===== config.mk =====
export PLATFORM = sky130hd
export DESIGN_NAME = al_param_seq_flat
export DESIGN_NICKNAME = d
export VERILOG_FILES = /design/src/rtl/al_param_seq_if.sv /design/src/rtl/al_param_seq.sv /design/src/flat_wrapper.sv
export SDC_FILE = /design/constraint.sdc
export NUM_CORES = 1
export LEC_CHECK = 0
export ABC_AREA = 1
export BUFFER_PORTS_ARGS = -buffer_cell sky130_fd_sc_hd__buf_4
export CORE_MARGIN = 5
export CORE_UTILIZATION = 47
export CTS_CLUSTER_SIZE = 8
export DETAILED_ROUTE_END_ITERATION = 16
export PLACE_DENSITY = 0.79
export SLEW_MARGIN = 20
export SYNTH_ARGS = -nofsm -noshare
export SYNTH_HDL_FRONTEND = slang
export SYNTH_SLANG_ARGS = --single-unit
export TNS_END_PERCENT = 30

===== constraint.sdc =====
create_clock -name CLK40 -period 3 [get_ports CLK40]
set_input_delay 0 -clock CLK40 [delete_from_list [all_inputs] [get_ports CLK40]]
set_output_delay 0 -clock CLK40 [all_outputs]
set_load 0.02 [all_outputs]

===== src/rtl/al_param_seq_if.sv =====
// al_param_seq_if: flash, target and status signals of the auto-load sequencer
interface al_param_seq_if #(
  parameter int NTGT = 4
);
  logic START;
  logic [15:0] BPI_RD_DATA;
  logic BPI_RD_VALID;
  logic [NTGT-1:0] TGT_DONE;
  logic BPI_RD_REQ;
  logic [11:0] BPI_AL_REG;
  logic [NTGT-1:0] CAPTURE;
  logic CLR_AL_DONE;
  logic AL_BUSY;
  logic AL_DONE;
  logic AL_ERR;
  logic [1:0] AL_ERR_CODE;
  logic [2:0] AL_ERR_IDX;
  modport master (
    output START, BPI_RD_DATA, BPI_RD_VALID, TGT_DONE,
    input BPI_RD_REQ, BPI_AL_REG, CAPTURE, CLR_AL_DONE, AL_BUSY, AL_DONE, AL_ERR, AL_ERR_CODE, AL_ERR_IDX
  );
  modport slave (
    input START, BPI_RD_DATA, BPI_RD_VALID, TGT_DONE,
    output BPI_RD_REQ, BPI_AL_REG, CAPTURE, CLR_AL_DONE, AL_BUSY, AL_DONE, AL_ERR, AL_ERR_CODE, AL_ERR_IDX
  );
endinterface


===== src/rtl/al_param_seq.sv =====
// al_param_seq: walks flash words into NTGT targets with timeouts and first-error capture
module al_param_seq #(
  parameter int NTGT = 4,
  parameter int TMO_CYC = 4095,
  parameter bit TMR = 0
) (
  input logic CLK40,
  input logic RST,
  al_param_seq_if.slave bus
);
  typedef enum logic [2:0] {IDLE, REQ, WAIT_DATA, CAPT, WAIT_DONE, CLR, FINISH} state_t;
  typedef struct packed {
    state_t st;
    logic [2:0] idx;
    logic [11:0] tim;
    logic done;
    logic err;
    logic [1:0] code;
    logic [2:0] eidx;
  } regs_t;
  localparam int NR = TMR ? 3 : 1;
  localparam logic [11:0] TMO = 12'(TMO_CYC);
  localparam logic [2:0] LAST = 3'(NTGT - 1);
  regs_t q [NR];
  regs_t r, d;
  logic [11:0] al_reg;
  logic [NTGT-1:0] sel;
  logic [11:0] tinc;
  logic hit, tag_ok, tmo, ld, err_ev;
  logic [1:0] err_c;
  if (TMR) begin : g_tmr
    assign r = regs_t'((q[0] & q[1]) | (q[0] & q[2]) | (q[1] & q[2]));
  end else begin : g_one
    assign r = q[0];
  end
  assign sel = NTGT'(1) << r.idx;
  assign hit = |(bus.TGT_DONE & sel);
  assign tag_ok = bus.BPI_RD_DATA[15:12] == {1'b0, r.idx};
  assign tinc = r.tim >= TMO ? TMO : r.tim + 12'd1;
  assign tmo = tinc == TMO;
  // state register copies (voted when TMR) and the held value register
  always_ff @(posedge CLK40 or posedge RST)
    if (RST) begin
      for (int k = 0; k < NR; k++) q[k] <= '0;
      al_reg <= '0;
    end else begin
      for (int k = 0; k < NR; k++) q[k] <= d;
      if (ld) al_reg <= bus.BPI_RD_DATA[11:0];
    end
  // next state, timer, index and first-error bookkeeping
  always_comb begin
    d = r;
    ld = 1'b0;
    err_ev = 1'b0;
    err_c = 2'b00;
    case (r.st)
      IDLE: if (bus.START) begin
        d = '0;
        d.st = REQ;
      end
      REQ: begin
        d.tim = '0;
        d.st = WAIT_DATA;
      end
      WAIT_DATA: begin
        d.tim = tinc;
        if (bus.BPI_RD_VALID) begin
          ld = tag_ok;
          d.st = tag_ok ? CAPT : CLR;
          err_ev = !tag_ok;
          err_c = 2'b11;
        end else if (tmo) begin
          d.st = FINISH;
          err_ev = 1'b1;
          err_c = 2'b01;
        end
      end
      CAPT: begin
        d.tim = '0;
        d.st = WAIT_DONE;
      end
      WAIT_DONE: begin
        d.tim = tinc;
        if (hit) d.st = CLR;
        else if (tmo) begin
          d.st = CLR;
          err_ev = 1'b1;
          err_c = 2'b10;
        end
      end
      CLR: begin
        d.st = r.idx == LAST ? FINISH : REQ;
        d.idx = r.idx == LAST ? r.idx : r.idx + 3'd1;
      end
      default: d.st = IDLE;
    endcase
    if (err_ev && !r.err) begin
      d.err = 1'b1;
      d.code = err_c;
      d.eidx = r.idx;
    end
    if (d.st == FINISH) d.done = 1'b1;
  end
  assign bus.BPI_RD_REQ = r.st == REQ;
  assign bus.CAPTURE = r.st == CAPT ? sel : '0;
  assign bus.CLR_AL_DONE = r.st == CLR;
  assign bus.AL_BUSY = r.st != IDLE && r.st != FINISH;
  assign bus.AL_DONE = r.done;
  assign bus.AL_ERR = r.err;
  assign bus.AL_ERR_CODE = r.code;
  assign bus.AL_ERR_IDX = r.eidx;
  assign bus.BPI_AL_REG = al_reg;
endmodule


===== src/flat_wrapper.sv =====
// flat-port wrapper written by rule: the top's interface ports become plain ports
module al_param_seq_flat 
#(
  parameter int NTGT = 4,
  parameter int TMO_CYC = 4095,
  parameter bit TMR = 0
)
  (CLK40, RST, bus_START, bus_BPI_RD_DATA, bus_BPI_RD_VALID, bus_TGT_DONE, bus_BPI_RD_REQ, bus_BPI_AL_REG, bus_CAPTURE, bus_CLR_AL_DONE, bus_AL_BUSY, bus_AL_DONE, bus_AL_ERR, bus_AL_ERR_CODE, bus_AL_ERR_IDX);
  al_param_seq_if #(.NTGT(NTGT)) bus_i ();
  input logic CLK40;
  input logic RST;
  input wire logic [$bits(bus_i.START)-1:0] bus_START;
  input wire logic [$bits(bus_i.BPI_RD_DATA)-1:0] bus_BPI_RD_DATA;
  input wire logic [$bits(bus_i.BPI_RD_VALID)-1:0] bus_BPI_RD_VALID;
  input wire logic [$bits(bus_i.TGT_DONE)-1:0] bus_TGT_DONE;
  output wire logic [$bits(bus_i.BPI_RD_REQ)-1:0] bus_BPI_RD_REQ;
  output wire logic [$bits(bus_i.BPI_AL_REG)-1:0] bus_BPI_AL_REG;
  output wire logic [$bits(bus_i.CAPTURE)-1:0] bus_CAPTURE;
  output wire logic [$bits(bus_i.CLR_AL_DONE)-1:0] bus_CLR_AL_DONE;
  output wire logic [$bits(bus_i.AL_BUSY)-1:0] bus_AL_BUSY;
  output wire logic [$bits(bus_i.AL_DONE)-1:0] bus_AL_DONE;
  output wire logic [$bits(bus_i.AL_ERR)-1:0] bus_AL_ERR;
  output wire logic [$bits(bus_i.AL_ERR_CODE)-1:0] bus_AL_ERR_CODE;
  output wire logic [$bits(bus_i.AL_ERR_IDX)-1:0] bus_AL_ERR_IDX;
  assign bus_i.START = bus_START;
  assign bus_i.BPI_RD_DATA = bus_BPI_RD_DATA;
  assign bus_i.BPI_RD_VALID = bus_BPI_RD_VALID;
  assign bus_i.TGT_DONE = bus_TGT_DONE;
  assign bus_BPI_RD_REQ = bus_i.BPI_RD_REQ;
  assign bus_BPI_AL_REG = bus_i.BPI_AL_REG;
  assign bus_CAPTURE = bus_i.CAPTURE;
  assign bus_CLR_AL_DONE = bus_i.CLR_AL_DONE;
  assign bus_AL_BUSY = bus_i.AL_BUSY;
  assign bus_AL_DONE = bus_i.AL_DONE;
  assign bus_AL_ERR = bus_i.AL_ERR;
  assign bus_AL_ERR_CODE = bus_i.AL_ERR_CODE;
  assign bus_AL_ERR_IDX = bus_i.AL_ERR_IDX;
  al_param_seq #(.NTGT(NTGT), .TMO_CYC(TMO_CYC), .TMR(TMR)) u_core (.CLK40(CLK40), .RST(RST), .bus(bus_i));
endmodule

==> results.yml <==
synthesis:
  synth.avg_cell_area_sq_um: 7.18
  synth_seq_cells: 37
  postSynthCellCount: 300
  synth.distinct_cells: 26
  ys_seq_area_frac: 0.430
  synth_ff_type: "dfrtp_1"
  syn_nets: 330
  async_reset_ff_frac: 1.00
  synth_edf_count: 0
  synth.cell_area_sq_mm: 0.00215
  yosys_warnings: 0
setup_path:
  crit_arrival_ns: 2.42
  worstPathRequired_ns: 3.18
  worstSetupEndpointType: "flip-flop"
  cp-start-kind: "flip-flop"
  critPathMaxFanout: 13
  critical_path_class: "flip-flop to flip-flop"
routing:
  wire_per_inst_um: 12.4
  avgViaCountPerCell: 5.05
  drc: 0
  routed_wirelength_um: 5110
  vias: 2091
  drtPass1Iterations: 4
  detail-route-antenna-nets: 0
  first_iter_violations: 104
cells_and_area:
  nFillCells: 375
  fin_cells: 414
  final_nets: 391
  antenna_cells: 0
  final_common_cell: "nand2_1"
  drive_gt1_frac: 0.193
  layout_common_cells: "nand2_1 (105), buf_4 (51), dfrtp_1 (37), inv_1 (35), nand3_1 (31)"
  fin_util: 0.624
  syn2layout_area_growth_pct: 27.9
  fin_area_sq_mm: 0.00275
grt:
  grt_overflow: 0
  grt_use_total: 0.186
  grt_pass1_wl_um: 9220
  grt_pass1_vias: 2027
  antenna_found_initial: 0
  grt_max_degree: 38
die:
  dieArea_sq_mm: 0.00603
  io_pins: 50
  die_x_um: 77.7
  initial_core_util: 0.488
  core_area_sq_mm: 0.00441
  die_h_um: 77.7
  num_rows: 24
sta:
  fmax_mhz: 447
  post-route-period-util: 0.746
  hold_violations: 0
  finalClockSkew_ns: 0.00343
  worst_slew_pin_slew_ns: 0.458
  setup_viol: 0
  finalSetupTns_ns: 0
  min_period_ns: 2.24
  rsz0062_at_grt: "false"
  setup_ws_ns: 0.762
  maxSlewHeadroom: 0.694
  slew_violations: 0
run:
  maxCapViolCount: 0
status:
  status: "completed"
placed_design:
  dp_hpwl_um: 3710
  place_congestion: 0.901
  portBuffers: 49
  post-place-ws_ns: 0.794
  place_inst: 393
  placed_area_sq_mm: 0.00254
pwr:
  p_per_area_mw_per_mm2: 698
  max-vdd-ir-drop_mv: 0.507
  p_leak_nw: 1.43
clock_network:
  clockBufferDepth: 2
  clock_latency_ns: 0.29
  htreeDepth: 2
  cts-buffers-inserted: 5
  post-cts-setup-buffers: 0
  cts_tree: "built"
  cts_root_buf: "clkbuf_8"
  ctsResizeCount: 0
  cts_sinks: 37
  cts.clk_slew.worst_paths_ns: 0.07
hold_path:
  hp-class: "primary input to flip-flop"
==> critical path: stages, from the launching register on <==
cell	delay, ns
dfrtp_1	0.42
ha_1	0.24
nand2_2	0.07
nor2_2	0.12
nand3_2	0.24
nand3_1	0.20
nand2_1	0.07
nor2_1	0.11
nand2_1	0.07
nor2_2	0.14
nand3b_2	0.12
nand2_4	0.13
nand2_4	0.07
nand3_1	0.07
nand2_1	0.06
==> cell type report <==
| type | instances | area, sq um | area share |
|---|---|---|---|
| well taps | 52 | 65.1 | 0.0236 |
| inverters | 36 | 135 | 0.0491 |
| clock inverters | 3 | 17.5 | 0.00636 |
| repair buffers | 64 | 513 | 0.186 |
| multi-input cells | 217 | 1030 | 0.373 |
| clock buffers | 5 | 68.8 | 0.0250 |
| flip-flops and latches | 37 | 926 | 0.336 |
==> cell families after synthesis <==
logic type / Yosys count / synth area share
XOR/XNOR: 3 / 0.0122
adder cells (fa/ha/maj): 6 / 0.0349
buffers and inverters: 46 / 0.0924
flip-flops: 37 / 0.430
AO/OA/AOI/OAI: 27 / 0.0674
AND/OR/NAND/NOR: 181 / 0.363
==> metrics by stage <==
stage               hold WS [ns]  power [mW]
finish                    0.0293        1.92
CTS                       0.0151        1.93
global placement           0.146        1.55
detailed placement         0.151        1.57
global route              0.0471        2.07
floorplan                  0.117        1.26
==> routing by layer <==
metal	up-vias	part of all wire	global-route usage
li1	1063	-	-
met1	943	0.45	0.238
met2	74	0.46	0.295
met3	11	0.072	0.0602
met4	0	0.017	0.0653
met5	-	0	0
==> sequential cells by signal (all words and copies together) (netlist names) <==
name,cells
u_core.bus.BPI_AL_REG,12
u_core.bus.AL_DONE,1
u_core.bus.AL_ERR,1
u_core.bus.AL_ERR_CODE,2
u_core.q,18
u_core.bus.AL_ERR_IDX,3
==> power by group <==
| part | switching (mW) | internal [mW] | total (mW) |
|---|---|---|---|
| clock | 0.182 | 0.160 | 0.343 |
| combinational | 0.527 | 0.316 | 0.843 |
| sequential | 0.106 | 0.631 | 0.737 |
==> synth_stat cells, drive strengths merged, types with 2 or more instances <==
cell type | n | share of area
nand2 | 110 | 0.20
dfrtp | 37 | 0.43
inv | 35 | 0.061
nand3 | 33 | 0.081
nor2 | 31 | 0.058
o21ai | 21 | 0.049
buf | 6 | 0.023
ha | 6 | 0.035
clkbuf | 4 | 0.0070
nand4 | 3 | 0.0087
nand3b | 2 | 0.0087
nor3 | 2 | 0.0046
o22ai | 2 | 0.0058
xnor2 | 2 | 0.0081
==> path summary, 6_finish.rpt <==
| path | start | to | slack (ns) | cells after the start |
|---|---|---|---|---|
| worst max-delay path | u_core.q[7] | u_core.bus.AL_ERR_CODE[1] | 0.76 | 14 |
| min in group asynchronous | RST | u_core.bus.BPI_AL_REG[5] | 0.37 | 4 |
| worst min-delay path | bus_BPI_RD_VALID | u_core.q[22] | 0.03 | 3 |
| max in group asynchronous | RST | u_core.q[21] | 2.30 | 4 |
| worst max register to register | u_core.q[7] | u_core.bus.AL_ERR_CODE[1] | 0.76 | 14 |
| worst min register to register | u_core.bus.BPI_AL_REG[11] | u_core.bus.BPI_AL_REG[11] | 0.48 | 2 |
==> timing repair <==
action	4_1_cts	5_1_grt
hold buffers	13	0
setup endpoints to repair	0	0
hold endpoints to repair	49	0
(Power assumes the default switching activity.)
